File: config.mk
export PLATFORM = sky130hd
export DESIGN_NAME = fsac_reg_bank_flat
export DESIGN_NICKNAME = d
export VERILOG_FILES = /design/src/rtl/fsac_reg_bank_if.sv /design/src/rtl/fsac_reg_bank.sv /design/src/flat_wrapper.sv
export SDC_FILE = /design/constraint.sdc
export NUM_CORES = 1
export LEC_CHECK = 0
export CORE_ASPECT_RATIO = 0.9
export CORE_UTILIZATION = 34
export CTS_BUF_LIST = sky130_fd_sc_hd__clkbuf_2 sky130_fd_sc_hd__clkbuf_4 sky130_fd_sc_hd__clkbuf_8
export CTS_CLUSTER_SIZE = 8
export DETAILED_ROUTE_END_ITERATION = 7
export MAX_ROUTING_LAYER = met4
export PLACE_DENSITY = 0.51
export SYNTH_ARGS = -nofsm -noshare
export SYNTH_HDL_FRONTEND = slang
export SYNTH_SLANG_ARGS = --single-unit
File: constraint.sdc
create_clock -name sys_clk_25m -period 4.4 [get_ports sys_clk_25m]
set_input_delay 0.66 -clock sys_clk_25m [delete_from_list [all_inputs] [get_ports sys_clk_25m]]
set_output_delay 0.66 -clock sys_clk_25m [all_outputs]
set_load 0.01 [all_outputs]
File: src/rtl/fsac_reg_bank_if.sv
// Decoded SPI-slave transaction bus shared between the SPI slave and the register bank.
// The master side is the SPI slave, which issues transactions; the slave side is the bank.
interface fsac_reg_bank_if;
   logic [7:0] spi_reg_addr;
   logic [7:0] spi_wr_data;
   logic       spi_rw;
   logic       spi_sel_end;
   logic [7:0] spi_rd_data;

   modport master (
      output spi_reg_addr,
      output spi_wr_data,
      output spi_rw,
      output spi_sel_end,
      input  spi_rd_data
   );

   modport slave (
      input  spi_reg_addr,
      input  spi_wr_data,
      input  spi_rw,
      input  spi_sel_end,
      output spi_rd_data
   );
endinterface

File: src/rtl/fsac_reg_bank.sv
// Register bank behind the SPI slave: ID/scratch/filter shadow-and-apply,
// plus a gated edge counter that measures the frequency of freq_in.
module fsac_reg_bank #(
   parameter logic [7:0] ID_VALUE    = 8'hA5,
   parameter int         GATE_CYCLES = 25000000,
   parameter int         CNT_W       = 24
) (
   input  logic             sys_clk_25m,
   input  logic             sys_rstn,
   fsac_reg_bank_if.slave   spi,
   input  logic             freq_in,
   output logic [7:0]       filter_switch,
   output logic             freq_valid
);

   localparam int GATE_W = (GATE_CYCLES > 2) ? $clog2(GATE_CYCLES) : 1;
   localparam logic [GATE_W-1:0] GATE_LAST = GATE_W'(GATE_CYCLES - 1);

   typedef enum logic [1:0] {
      IDLE,
      COUNT,
      DONE
   } MeasState;

   MeasState          r_state;
   MeasState          w_nextState;
   logic              r_selEndD;
   logic [7:0]        r_scratch;
   logic [7:0]        r_filtShadow;
   logic [7:0]        r_filterSwitch;
   logic              r_freqEn;
   logic              r_freqValid;
   logic [CNT_W-1:0]  r_freqCnt;
   logic [CNT_W-1:0]  r_edgeCnt;
   logic [GATE_W-1:0] r_gateCnt;
   logic [7:0]        r_rdData;
   logic              r_sync1;
   logic              r_sync2;
   logic              r_sync3;
   logic              w_txn;
   logic              w_wrStb;
   logic              w_ctrlWr;
   logic              w_clrValid;
   logic              w_rise;
   logic              w_capture;
   logic [CNT_W-1:0]  w_edgeNext;
   logic [7:0]        w_rdMux;

   // A level held high on spi_sel_end yields a single-cycle strobe.
   assign w_txn      = spi.spi_sel_end & ~r_selEndD;
   assign w_wrStb    = w_txn & spi.spi_rw;
   assign w_ctrlWr   = w_wrStb & (spi.spi_reg_addr == 8'h03);
   assign w_clrValid = w_ctrlWr & spi.spi_wr_data[2];
   assign w_rise     = r_sync2 & ~r_sync3;
   assign w_edgeNext = (&r_edgeCnt) ? r_edgeCnt : r_edgeCnt + CNT_W'(w_rise);

   assign spi.spi_rd_data = r_rdData;
   assign filter_switch   = r_filterSwitch;
   assign freq_valid      = r_freqValid;

   always_ff @(posedge sys_clk_25m) begin
      if (!sys_rstn) begin
         r_selEndD <= 1'b0;
         r_sync1   <= 1'b0;
         r_sync2   <= 1'b0;
         r_sync3   <= 1'b0;
         r_rdData  <= 8'h00;
      end else begin
         r_selEndD <= spi.spi_sel_end;
         r_sync1   <= freq_in;
         r_sync2   <= r_sync1;
         r_sync3   <= r_sync2;
         r_rdData  <= w_rdMux;
      end
   end

   always_ff @(posedge sys_clk_25m) begin
      if (!sys_rstn) begin
         r_scratch      <= 8'h00;
         r_filtShadow   <= 8'h00;
         r_filterSwitch <= 8'h00;
         r_freqEn       <= 1'b0;
      end else if (w_wrStb) begin
         case (spi.spi_reg_addr)
            8'h01: r_scratch    <= spi.spi_wr_data;
            8'h02: r_filtShadow <= spi.spi_wr_data;
            8'h03: begin
               r_freqEn <= spi.spi_wr_data[1];
               if (spi.spi_wr_data[0]) r_filterSwitch <= r_filtShadow;
            end
            default: ;
         endcase
      end
   end

   always_ff @(posedge sys_clk_25m) begin
      if (!sys_rstn) begin
         r_state <= IDLE;
      end else begin
         r_state <= w_nextState;
      end
   end

   always_comb begin
      w_nextState = r_state;
      w_capture   = 1'b0;
      case (r_state)
         IDLE:  if (r_freqEn) w_nextState = COUNT;
         COUNT: begin
            if (!r_freqEn) begin
               w_nextState = IDLE;
            end else if (r_gateCnt == GATE_LAST) begin
               w_nextState = DONE;
               w_capture   = 1'b1;
            end
         end
         DONE:  w_nextState = r_freqEn ? COUNT : IDLE;
         default: w_nextState = IDLE;
      endcase
   end

   // Counters run only in COUNT; IDLE and the single DONE cycle hold them at zero.
   always_ff @(posedge sys_clk_25m) begin
      if (!sys_rstn) begin
         r_gateCnt <= '0;
         r_edgeCnt <= '0;
      end else if (r_state == COUNT) begin
         r_gateCnt <= r_gateCnt + 1'b1;
         r_edgeCnt <= w_edgeNext;
      end else begin
         r_gateCnt <= '0;
         r_edgeCnt <= '0;
      end
   end

   always_ff @(posedge sys_clk_25m) begin
      if (!sys_rstn) begin
         r_freqCnt   <= '0;
         r_freqValid <= 1'b0;
      end else begin
         if (w_capture) r_freqCnt <= w_edgeNext;
         if (w_capture) begin
            r_freqValid <= 1'b1;
         end else if (w_clrValid) begin
            r_freqValid <= 1'b0;
         end
      end
   end

   always_comb begin
      w_rdMux = 8'h00;
      case (spi.spi_reg_addr)
         8'h00: w_rdMux = ID_VALUE;
         8'h01: w_rdMux = r_scratch;
         8'h02: w_rdMux = r_filtShadow;
         8'h03: w_rdMux = {6'b0, r_freqEn, 1'b0};
         8'h04: w_rdMux = {6'b0, (r_state == COUNT), r_freqValid};
         8'h05: w_rdMux = r_freqCnt[7:0];
         8'h06: w_rdMux = r_freqCnt[15:8];
         8'h07: w_rdMux = r_freqCnt[23:16];
         default: w_rdMux = 8'h00;
      endcase
   end

endmodule

File: src/flat_wrapper.sv
// flat-port wrapper written by rule: the top's interface ports become plain ports
module fsac_reg_bank_flat 
#(
   parameter logic [7:0] ID_VALUE    = 8'hA5,
   parameter int         GATE_CYCLES = 25000000,
   parameter int         CNT_W       = 24
)
  (sys_clk_25m, sys_rstn, freq_in, filter_switch, freq_valid, spi_spi_reg_addr, spi_spi_wr_data, spi_spi_rw, spi_spi_sel_end, spi_spi_rd_data);
  fsac_reg_bank_if spi_i ();
  input  logic sys_clk_25m;
  input  logic sys_rstn;
  input  logic freq_in;
  output logic [7:0] filter_switch;
  output logic freq_valid;
  input wire logic [$bits(spi_i.spi_reg_addr)-1:0] spi_spi_reg_addr;
  input wire logic [$bits(spi_i.spi_wr_data)-1:0] spi_spi_wr_data;
  input wire logic [$bits(spi_i.spi_rw)-1:0] spi_spi_rw;
  input wire logic [$bits(spi_i.spi_sel_end)-1:0] spi_spi_sel_end;
  output wire logic [$bits(spi_i.spi_rd_data)-1:0] spi_spi_rd_data;
  assign spi_i.spi_reg_addr = spi_spi_reg_addr;
  assign spi_i.spi_wr_data = spi_spi_wr_data;
  assign spi_i.spi_rw = spi_spi_rw;
  assign spi_i.spi_sel_end = spi_spi_sel_end;
  assign spi_spi_rd_data = spi_i.spi_rd_data;
  fsac_reg_bank #(.ID_VALUE(ID_VALUE), .GATE_CYCLES(GATE_CYCLES), .CNT_W(CNT_W)) u_core (.sys_clk_25m(sys_clk_25m), .sys_rstn(sys_rstn), .spi(spi_i), .freq_in(freq_in), .filter_switch(filter_switch), .freq_valid(freq_valid));
endmodule
# ---- Word-level counts from Yosys, hierarchy flattened
# Cells that the tools add are included.
dict set report word_totals {
  regBits 113
  word_cells 57
  out_inout_bits 17
  input_bits 21
}
dict set report op_classes {
  muxes 12
  n_reduce_logical 10
  eq_ne 12
  bitwise 7
  add_sub_neg 2
}
# operator n
set op_table {}
lappend op_table {{one-hot mux 8 bit (8 select lines)} 1}
lappend op_table {{equality test 8 x 3 -> 1 bit (second input constant)} 4}
lappend op_table {{adder 25 x 1 -> 25 bit (second input constant)} 1}
lappend op_table {{equality test 25 bit (second input constant)} 1}
lappend op_table {{adder 24 x 1 -> 24 bit} 1}
lappend op_table {{two-way mux 24 bit} 1}
lappend op_table {{AND reduction 24 bit} 1}
lappend op_table {{equality test 8 x 2 -> 1 bit (second input constant)} 2}
lappend op_table {{AND reduction 2 bit} 5}
lappend op_table {{equality test 8 x 1 -> 1 bit (second input constant)} 1}
lappend op_table {{logical NOT 8 bit} 1}
lappend op_table {{two-way mux 1 bit} 6}
lappend op_table {{two-way mux 2 bit} 3}
lappend op_table {{one-hot mux 2 bit (3 select lines)} 1}
lappend op_table {{AND 1 bit} 5}
lappend op_table {{!= test 3 bit (second input constant)} 1}
lappend op_table {{AND reduction 3 bit} 1}
lappend op_table {{equality test 2 x 1 -> 1 bit (second input constant)} 1}
lappend op_table {{equality test 2 bit (second input constant)} 1}
lappend op_table {{logical NOT 2 bit} 1}
lappend op_table {{!= test 2 x 1 -> 1 bit (second input constant)} 1}
lappend op_table {{NOT 1 bit} 2}
lappend op_table {{nonzero test 2 bit} 1}

# ---- Longest topological paths before layout
dict set report logic_depth {
  word_depth 7
  depth_mapped 10
  depth_no_buf 9
}

# ---- Least setup slack after synthesis
# No wires, ideal clock.
dict set report synth_timing {
  path_type {in2reg}
  start {input port spi_spi_reg_addr[5]}
  end {register u_core.r_freqValid (netlist: u_core.freq_valid)}
  t_required_ns 4.272
  n_path_buf 1
  slack_ns 2.168
  setup_ns 0.128
  arrival_ns 2.105
  cell_stages 7
  path_cell_list {or4_1 nor3_2 and4_1 buf_2 nand2_1 a21oi_1 nor2_1}
}
dict set report synth_between {
  elab_chain_cells 4
}
# item line_no
set synth_lines {}
lappend synth_lines {{from (decl)} flat_wrapper.sv:15} ;# input wire logic [$bits(spi_i.spi_reg_addr)-1:0] spi_spi_reg_addr;
lappend synth_lines {{equality test 8 x 2 -> 1 bit} fsac_reg_bank.sv:52} ;# assign w_ctrlWr = w_wrStb & (spi.spi_reg_addr == 8'h03);
lappend synth_lines {{AND 1 bit} fsac_reg_bank.sv:52}
lappend synth_lines {{AND 1 bit} fsac_reg_bank.sv:53} ;# assign w_clrValid = w_ctrlWr & spi.spi_wr_data[2];
lappend synth_lines {{nonzero test 2 bit (no source line)} --}
lappend synth_lines {{to (signal assigned)} fsac_reg_bank.sv:139} ;# r_freqValid <= 1'b0;
lappend synth_lines {{to (signal assigned)} fsac_reg_bank.sv:143} ;# r_freqValid <= 1'b1;
lappend synth_lines {{to (signal assigned)} fsac_reg_bank.sv:145} ;# r_freqValid <= 1'b0;
lappend synth_lines {{to (decl)} fsac_reg_bank.sv:32} ;# logic r_freqValid;
# No other way between the ends.
# A chain may end at the register's enable or synchronous reset.

# ---- Final worst setup path
dict set report layout_timing {
  start {input port spi_spi_reg_addr[5]}
  end {register u_core.r_filtShadow[1]}
}
dict set report layout_between {
  elab_chain_cells 2
}
# item line_no
set layout_lines {}
lappend layout_lines {{equality test 8 x 2 -> 1 bit} fsac_reg_bank.sv:84} ;# case (spi.spi_reg_addr)
lappend layout_lines {{AND reduction 2 bit (no source line)} --}
lappend layout_lines {{to (signal assigned)} fsac_reg_bank.sv:86} ;# 8'h02: r_filtShadow <= spi.spi_wr_data;
lappend layout_lines {{to (decl)} fsac_reg_bank.sv:29} ;# logic [7:0] r_filtShadow;
# No other way between the ends.

==> flow_metrics.env <==
export IMPL_status="completed"
export IMPL_gr_max_usage_layer="met2"
export IMPL_arrival_ps=2960
export IMPL_hpwl_um=8532
export IMPL_synth_most_common_cell="dfxtp_1"
export IMPL_grt_max_degree=49
export IMPL_hold_path_startpoint="u_core.r_sync1"
export IMPL_synth_top_flop_cell="dfxtp_1"
export IMPL_root_buffer="clkbuf_8"
export IMPL_die_w_um=126.3
export IMPL_slowest_delay_ps=600
export IMPL_synth_async_reset_ratio_pct=0
export IMPL_clock_latency_ps=420
export IMPL_hold_viol_final=0
export IMPL_vias=3985
export IMPL_dieArea_um2=14380
export IMPL_cts_buffers=17
export IMPL_io_buffers=37
export IMPL_dp_cells=728
export IMPL_synth_nets=571
export IMPL_avgRoutedWirePerCell_um=15.74
export IMPL_drtPass1Iterations=4
export IMPL_peakVddDrop_mv=0.2009
export IMPL_cp_end_kind="register"
export IMPL_nFillCells=1344
export IMPL_cpMaxStageDelayCell="or4_1"
export IMPL_yosysTopAreaCellShare_pct=47.84
export IMPL_grt_setup_unrepaired="no"
export IMPL_crit_chain="clkdlybuf4s50_1, or4_1, nor2_1, and4_1, nand2_1, nand2_1, a21oi_1"
export IMPL_drtIter0Drc=264
export IMPL_core_area_um2=13460
export IMPL_post_cts_resize_count=0
export IMPL_clk_pin_slew_worst_paths_ps=70
export IMPL_initial_core_util_pct=35.12
export IMPL_min_to="u_core.r_sync2"
export IMPL_cts_setup_buffers=0
export IMPL_fin_crit_sh_pct=60.44
export IMPL_fin_util_pct=41.97
export IMPL_cts_sinks=113
export IMPL_clock_fmax_mhz=376.0
export IMPL_worst_slew_pin_transition_ps=746.3
export IMPL_fin_skew_ps=13.76
export IMPL_syn_inst=547
export IMPL_stdcell_count=760
export IMPL_ctsHoldBuffers=0
export IMPL_hp_class="register to register"
export IMPL_drc_errors=0
export IMPL_r2r_end="u_core.r_freqCnt[4]"
export IMPL_row_count=40
export IMPL_crit_required_ps=4700
export IMPL_synth_top_cell_by_area="dfxtp_1"
export IMPL_cp_common_cell="nand2_1"
export IMPL_areaGrowthSynthToFinish_pct=19.50
export IMPL_globalRouteMet1Util_pct=24.01
export IMPL_vias_per_cell=5.243
export IMPL_synth_area_leaders="dfxtp_1, nor2_1, xor2_1"
export IMPL_synth_commonest_cells="dfxtp_1, nor2_1, nand2_1"
export IMPL_finalPower_mw=2.102
export IMPL_ant_nets=0
export IMPL_maxSlewHeadroom_pct=49.83
export IMPL_worst_setup_path_type="primary input to register"
export IMPL_synth_avg_cell_area_um2=8.644
export IMPL_setup_viol=0
export IMPL_htreeDepth=4
export IMPL_drv_cap=0
export IMPL_place_gp_congestion=0.8548
export IMPL_antenna_found_initial=0
export IMPL_die_y_um=113.9
export IMPL_synth_area_um2=4728
export IMPL_grt_pass1_wl_um=19520
export IMPL_place_ws_ps=1325
export IMPL_path_max_fanout=17
export IMPL_antennaDiodeCount=0
export IMPL_grtUsageMet2_pct=27.40
export IMPL_grt_use_total_pct=18.16
export IMPL_r2r_cells=6
export IMPL_synth_cell_types=44
export IMPL_finalMaxSlewViolations=0
export IMPL_setup_slack_ps=1740
export IMPL_wl_um=11960
export IMPL_worstReg2RegStart="u_core.r_edgeCnt[16]"
export IMPL_grt_overflow_total=0
export IMPL_ff2ff_setup_slack_ps=1880
export IMPL_boundaryPins=38
export IMPL_critPathBufInv=1
export IMPL_path_delay_family="simple AND/OR/NAND/NOR gates"
export IMPL_drive_gt1_share_pct=7.264
export IMPL_min_path_cells=1
export IMPL_setup_tns_ps=0
export IMPL_num_nets_final=603
export IMPL_synth_yosys_seq_area_share_pct=47.84
export IMPL_synth_edf_count=0
export IMPL_powerDensity_nw_per_um2=372.0
export IMPL_period_needed_ps=2660
export IMPL_leakage_nw=1.952
export IMPL_use_met3_pct=4.362
export IMPL_cp_start_kind="primary input"
export IMPL_grt_pass1_vias=3785
export IMPL_cts_tree="done"
export IMPL_ys_warn_count=0
export IMPL_cts_buffer_depth=2
export IMPL_ys_ff_latch=113
==> layout make-up <==
class / instances / area (um2) / share of cell area [%]
clock buffers: 17 / 234.0 / 4.141
clock inverters: 15 / 183.9 / 3.255
inverters: 6 / 22.52 / 0.3986
multi-input cells: 400 / 2337 / 41.36
flip-flops and latches: 113 / 2262 / 40.04
well taps: 168 / 210.2 / 3.720
repair buffers: 41 / 400.4 / 7.086
==> worst max-delay path by stage <==
stage	cells after the start	start	slack, ps	to
6_report	7	spi_spi_reg_addr[5]	1740	u_core.r_filtShadow[1]
5_1_grt	7	spi_spi_reg_addr[5]	1590	u_core.r_filtShadow[2]
4_1_cts	7	spi_spi_reg_addr[5]	1780	u_core.r_filtShadow[1]
3_5_place_dp	7	spi_spi_reg_addr[5]	1320	u_core.r_filtShadow[5]
3_3_place_gp	7	spi_spi_reg_addr[5]	1390	u_core.r_filtShadow[1]
2_1_floorplan	7	spi_spi_reg_addr[5]	2170	u_core.freq_valid
==> logic make-up after synthesis <==
kind of cell / count (synthesis) / synth area share, %
AO/OA/AOI/OAI: 93 / 10.93
XOR/XNOR: 36 / 6.669
adder cells (fa/ha/maj): 3 / 0.7939
buffers and inverters: 34 / 2.831
flip-flops: 113 / 47.84
multiplexers: 20 / 4.234
AND/OR/NAND/NOR: 248 / 26.70
==> state kept, by name, indices dropped and copies added, names as in the netlist, 2 cells and up <==
signal and flops:
u_core.r_gateCnt 25, u_core.r_edgeCnt 24, u_core.r_freqCnt 24, u_core.filter_switch 8, u_core.r_filtShadow 8, u_core.r_scratch 8
u_core.spi.spi_rd_data 8, u_core.r_state 2
==> stage by stage <==
stage	cell area, um2	hold slack, ps
3_3_place_gp	5233	419.7
3_5_place_dp	5233	417.7
4_1_cts	5650	435.1
5_1_grt	5650	463.4
2_1_floorplan	4728	411.9
6_report	5650	436.1
==> cell usage in the layout, fill, tap and decap left out, types with 2 or more instances in the layout <==
| master | count |
|---|---|
| a211oi_1 | 7 |
| a21oi_1 | 41 |
| a221oi_1 | 3 |
| a22oi_1 | 3 |
| and2_1 | 10 |
| and3_1 | 15 |
| and4_1 | 6 |
| buf_4 | 4 |
| bufinv_16 | 3 |
| clkbuf_8 | 17 |
| clkdlybuf4s50_1 | 37 |
| clkinv_2 | 2 |
| clkinv_4 | 4 |
| clkinvlp_4 | 3 |
| dfxtp_1 | 113 |
| ha_1 | 3 |
| inv_1 | 5 |
| inv_6 | 3 |
| mux2i_1 | 20 |
| nand2_1 | 50 |
| nand2b_1 | 2 |
| nand3_1 | 38 |
| nand4_1 | 19 |
| nor2_1 | 77 |
| nor2b_1 | 3 |
| nor3_1 | 3 |
| nor3_2 | 2 |
| nor3b_1 | 2 |
| nor4_1 | 4 |
| nor4b_1 | 2 |
| o21ai_0 | 31 |
| o22ai_1 | 4 |
| or3_1 | 6 |
| xnor2_1 | 8 |
| xor2_1 | 28 |
==> power by group <==
part	leakage [nW]	total [mW]	switching (mW)	internal, mW
clock network	0.203	1.03	0.460	0.566
logic	0.838	0.0522	0.0290	0.0232
registers	0.910	1.02	0.000383	1.02
==> per-layer routing <==
layer  share of wire [%]  wire, um
met5                   0         0
met4                0.77        92
met3                 4.1       487
met2                  46      5482
met1                  49      5902
(Power assumes the default switching activity.)
==> patch 1: new RTL, config.mk and constraints unchanged <==
Re-encode `MeasState` (3 states) as one-hot, 3 bits wide.
--- a/src/rtl/fsac_reg_bank.sv
+++ b/src/rtl/fsac_reg_bank.sv
@@ -16,10 +16,10 @@
    localparam int GATE_W = (GATE_CYCLES > 2) ? $clog2(GATE_CYCLES) : 1;
    localparam logic [GATE_W-1:0] GATE_LAST = GATE_W'(GATE_CYCLES - 1);
 
-   typedef enum logic [1:0] {
-      IDLE,
-      COUNT,
-      DONE
+   typedef enum logic [2:0] {
+      IDLE  = 3'b001,
+      COUNT = 3'b010,
+      DONE  = 3'b100
    } MeasState;
 
    MeasState          r_state;
Function: same outputs for any inputs over 4 cycles, from zero or initial values and one cycle with sys_rstn low; so few cycles prove little.
==> patch 1 against the unedited design <==
  * Global-route usage is 1.8 points higher
  * Count of clock-buffer cells in the layout grew 7
  * Area after synthesis is 5.7% higher
  * Worst setup slack worse by 0.21 ns
  * Clock skew shrank 0.0039 ns
  * Power rose by 5.5%
  * Design area grew 6.6%
  * Sequential cell count rose by 1
  * Clock power up 9.7%
  * First-iteration DRC count grew 8.3%
  * Combinational power is 11% higher
  * Wire length increased by 16%
  * Critical endpoint is now u_core.r_freqCnt[13]
==> patch 1: results (changes against the unedited design) <==
post-synthesis sequential area ratio: 45.65% (-2.2 points)
n_diodes: 0 (unchanged)
clock skew: 0.009841 ns (-0.003917 ns)
Place WS: 1.101 ns (-0.2236 ns)
CTS Sinks: 114 (+0.88%)
DRT Pass-1 Iters: 5 (+1)
most area-consuming cells after synthesis: dfxtp_1, nor2_1, a21oi_1, nand3_1, mux2i_1
final net count: 644 (+6.8%)
clock share of power: 50.8% (+2.0 points)
PortBufs: 37 (unchanged)
total power: 2.218 mW (+5.5%)
clk cell area share: 7.641% (+0.25 points)
Syn Std Cell Area: 0.005000 mm2 (+5.7%)
buffer share of cell area: 7.641% (+0.56 points)
Worst path slowest cell: or4_1
outcome: completed
synth unique cells: 54 (+23%)
postcts setup bufs: 0 (unchanged)
layout cells sized above 1: 8.531% (+1.3 points)
Internal: 1.756 mW (+8.9%)
period utilization: 65.16% (+4.7 points)
critical path arrival: 3.15 ns (+0.19 ns)
DP HPWL: 10130 um (+19%)
worst min path class: reg -> reg
Synth Instances: 588 (+7.5%)
fraction of area in registers: 37.87% (-2.2 points)
Placed Area: 0.005565 mm2 (+6.4%)
R2R Setup Slk: 1.53 ns (-0.35 ns)
final hold slack: 0.4454 ns (+0.009386 ns)
area of the multi-input gates: 0.002544 mm2 (+8.8%)
maximum number of pins on one net before global-route repair: 42 (-14%)
first-pass GRT wire length: 21850 um (+12%)
Non-Filler Instances: 826 (+8.7%)
multi-input logic cell count: 428 (+7.0%)
fraction of registers with async set/reset: 0% (unchanged)
Non-Clock Buffer Count: 49 (+20%)
Clk Latency, worst-skew pair: 0.44 ns (+0.02 ns)
initial antenna violation count: 0 (unchanged)
Post-CTS Resized: 0 (unchanged)
Fillers: 1444 (+7.4%)
Slew @ Worst Pin: 0.8982 ns (+0.1518 ns)
synth cell count leaders: dfxtp_1, nor2_1, a21oi_1
clk buf depth: 2 (unchanged)
Worst Path Max Fanout: 13 (-4)
Inverters: 10 (+4)
CLK BUF: 24 (+7)
routed len/inst: 16.74 um (+6.4%)
Initial DRC Count: 286 (+8.3%)
leakage power total: 1.977 nW (+1.3%)
fraction of area in multi-input gates: 42.21% (+0.85 points)
crit-path max cell delay: 0.71 ns (+0.11 ns)
vias in the first global route: 3970 (+4.9%)
Worst VDD drop: 0.2066 mV (+2.9%)
Syn Nets: 612 (+7.2%)
Final Wtd Congestion: 0.8926 (+4.4%)
Seq pwr share: 46.6% (-2.1 points)
Placed Cells: 794 (+9.1%)
All-Layer GR Usage: 19.96% (+1.8 points)
vias per cell: 5.366 (+2.3%)
[patch 1: worst paths after layout]
kind / endpoint / startpoint / cells after the start
max: u_core.r_freqCnt[13] / u_core.r_gateCnt[0] / 7
min: u_core.r_sync2 / u_core.r_sync1 / 1
min reg2reg: u_core.r_sync2 / u_core.r_sync1 / 1
max reg2reg: u_core.r_freqCnt[13] / u_core.r_gateCnt[0] / 7
[patch 1: kinds of logic after synthesis]
group	share of synthesized area (%)
buffers and inverters	3.654
multiplexers	4.204
adder cells (fa/ha/maj)	0.7508
XOR/XNOR	4.905
AO/OA/AOI/OAI	14.54
AND/OR/NAND/NOR	26.30
flip-flops	45.65
[patch 1: layer usage]
layer,vias to the layer above,global-route usage (%),part of all wire (%)
met4,0,7.364,1.3
met2,146,27.06,42
li1,2188,-,-
met1,2082,28.06,50
met3,16,5.227,6.2
met5,-,-,0
==> patch 2: new RTL, config.mk and constraints unchanged <==
Made on the original files. `GATE_CYCLES` is set to 25000000 in 2 places; all go to 12500000.
--- a/src/rtl/fsac_reg_bank.sv
+++ b/src/rtl/fsac_reg_bank.sv
@@ -2,7 +2,7 @@
 // plus a gated edge counter that measures the frequency of freq_in.
 module fsac_reg_bank #(
    parameter logic [7:0] ID_VALUE    = 8'hA5,
-   parameter int         GATE_CYCLES = 25000000,
+   parameter int         GATE_CYCLES = 12500000,
    parameter int         CNT_W       = 24
 ) (
    input  logic             sys_clk_25m,
--- a/src/flat_wrapper.sv
+++ b/src/flat_wrapper.sv
@@ -2,7 +2,7 @@
 module fsac_reg_bank_flat 
 #(
    parameter logic [7:0] ID_VALUE    = 8'hA5,
-   parameter int         GATE_CYCLES = 25000000,
+   parameter int         GATE_CYCLES = 12500000,
    parameter int         CNT_W       = 24
 )
   (sys_clk_25m, sys_rstn, freq_in, filter_switch, freq_valid, spi_spi_reg_addr, spi_spi_wr_data, spi_spi_rw, spi_spi_sel_end, spi_spi_rd_data);
Check against the original RTL: no difference found for any inputs over 4 cycles, from zero or initial values and one cycle with sys_rstn low; that may be too few to reach the edited logic, so the function may still have changed.
==> patch 2 against the unedited design <==
  * The run now ends with design-rule violations left
  * Register-to-register slack better by 0.37 ns
  * Design area down 4.8%
  * Sequential cell count decreased by 1
  * Combinational power decreased by 16%
  * Clock power is 43% lower
  * Wire length down 14%
  * Count of clock-buffer cells in the layout decreased by 5
  * Sequential share of layout area rose by 1.6 points
  * Synthesized cell count fell by 8.6%
  * Die area is 1.2% lower
  * Worst setup slack better by 0.18 ns
  * Area after synthesis is 1.3% lower
  * Power down 22%
  * Largest power group is now registers
==> patch 2: results (changes against the unedited design) <==
n_diodes: 0 (unchanged)
synth unique cells: 47 (+6.8%)
Num CTS Buffers: 9 (-8)
Initial DRC Count: 256 (-3.0%)
failing checks: design-rule violations
vias in the first global route: 3320 (-12%)
Worst VDD drop: 0.1387 mV (-31%)
vias after detailed routing: 3538 (-11%)
clk buf depth: 2 (unchanged)
DRC viols: 2 (+2)
initial antenna violation count: 0 (unchanged)
Fillers: 1354 (+0.74%)
postcts setup bufs: 0 (unchanged)
Worst Path Max Fanout: 9 (-8)
post-synthesis sequential area ratio: 48.03% (+0.19 points)
clock skew: 0.01242 ns (-0.001339 ns)
worst min path class: reg -> reg
Slew @ Worst Pin: 1.012 ns (+0.2657 ns)
DP HPWL: 7385 um (-13%)
maximum number of pins on one net before global-route repair: 59 (+20%)
Yosys reg bits: 112 (-0.88%)
switching pwr: 0.3657 mW (-25%)
Synth Instances: 500 (-8.6%)
synth cell count leaders: dfxtp_1, nor2_1, nor2b_1
Non-Filler Instances: 704 (-7.4%)
PortBufs: 37 (unchanged)
final net count: 555 (-8.0%)
H-Tree Depth: 3 (-1)
DRT Pass-1 Iters: 7 (+3)
layout cells sized above 1: 5.970% (-1.3 points)
clk slew on worst S/H paths: 0.10 ns (+0.03 ns)
fraction of registers with async set/reset: 0% (unchanged)
Placed Cells: 688 (-5.5%)
Syn Nets: 524 (-8.2%)
Synth Warn #: 0 (unchanged)
most area-consuming cells after synthesis: dfxtp_1, mux2i_1, nor2_1, nor2b_1, xor2_1
first-pass GRT wire length: 17020 um (-13%)
Clock Root Buffer: clkbuf_8
DRT Wirelength: 10270 um (-14%)
Clk Latency, worst-skew pair: 0.39 ns (-0.03 ns)
Post-CTS Resized: 0 (unchanged)
Place WS: 1.530 ns (+0.2050 ns)
Largest regs: u_core.r_edgeCnt (24), u_core.r_freqCnt (24), u_core.r_gateCnt (24)
leakage power total: 1.823 nW (-6.6%)
critical path arrival: 2.77 ns (-0.19 ns)
Final Wtd Congestion: 0.7970 (-6.8%)
All-Layer GR Usage: 15.93% (-2.2 points)
outcome: finished with violations
patch 2: cell types whose count changed in the layout (fill, tap and decap cells not counted), moves of 5 or more:
cell,before,now
nor2b_1,3,31
nand2_1,50,28
nand3_1,38,21
nor2_1,77,61
nand4_1,19,7
xnor2_1,8,20
a21oi_1,41,30
a211oi_1,7,0
xor2_1,28,21
clkbuf_8,17,11
mux2i_1,20,26
nor3_1,3,8
patch 2: stage by stage:
stage | util [%] | power [mW] | cell area (um2)
after global placement | 38.86 | 1.082 | 5192
after CTS | 40.26 | 1.672 | 5380
after detailed placement | 38.86 | 1.083 | 5192
after global routing | 40.26 | 1.717 | 5380
after floorplan | - | 1.058 | 4668
final | 40.26 | 1.648 | 5380
patch 2: final cells by class:
type / instances / area [um2] / share of cell area [%]
flip-flops and latches: 112 / 2242 / 41.67
inverters: 4 / 15.01 / 0.2791
repair buffers: 40 / 392.9 / 7.302
multi-input cells: 364 / 2332 / 43.35
clock inverters: 4 / 28.78 / 0.5349
clock buffers: 12 / 158.9 / 2.953
well taps: 168 / 210.2 / 3.907
patch 2: path summary, 6_finish.rpt:
path | from | to | slack [ns] | cells after the start
worst min-delay path | u_core.r_sync1 | u_core.r_sync2 | 0.44 | 1
worst max-delay path | spi_spi_reg_addr[1] | u_core.filter_switch[6] | 1.92 | 7
worst min register to register | u_core.r_sync1 | u_core.r_sync2 | 0.44 | 1
worst max register to register | u_core.r_edgeCnt[16] | u_core.r_freqCnt[17] | 2.25 | 6
patch 2: worst max-delay path: stages:
cell and delay (ns):
clkdlybuf4s50_1 0.71, nor2b_1 0.23, nand2_1 0.07, nor3_1 0.36, nand2_1 0.41, mux2i_1 0.25, nor2b_1 0.06
patch 2: cell families (layout without fill, tap and decap cells):
group / after synthesis / in the layout / share of synthesized area, %
mux: 26 / 26 / 5.575
flops: 112 / 112 / 48.03
compound gates: 82 / 82 / 10.43
xor+xnor: 41 / 41 / 7.692
buf+inv: 24 / 60 / 2.010
simple gates: 212 / 212 / 25.46
fa+ha+maj: 3 / 3 / 0.8042
patch 2: power groups by stage:
stage	registers, mW	clock network (mW)	logic [mW]
after floorplan	1.04	0	0.0200
after global routing	1.02	0.654	0.0477
final	1.01	0.589	0.0439
after detailed placement	1.04	0	0.0441
after global placement	1.04	0	0.0438
after CTS	1.02	0.612	0.0443
patch 2: metal layers:
layer | track usage (%) | wire length, um | share of wire [%] | vias up
met5 | - | 0 | 0 | -
met4 | 5.772 | 182 | 1.8 | 0
met3 | 4.208 | 375 | 3.7 | 15
met2 | 22.44 | 4255 | 41 | 62
met1 | 21.70 | 5458 | 53 | 1653
li1 | - | - | - | 1808
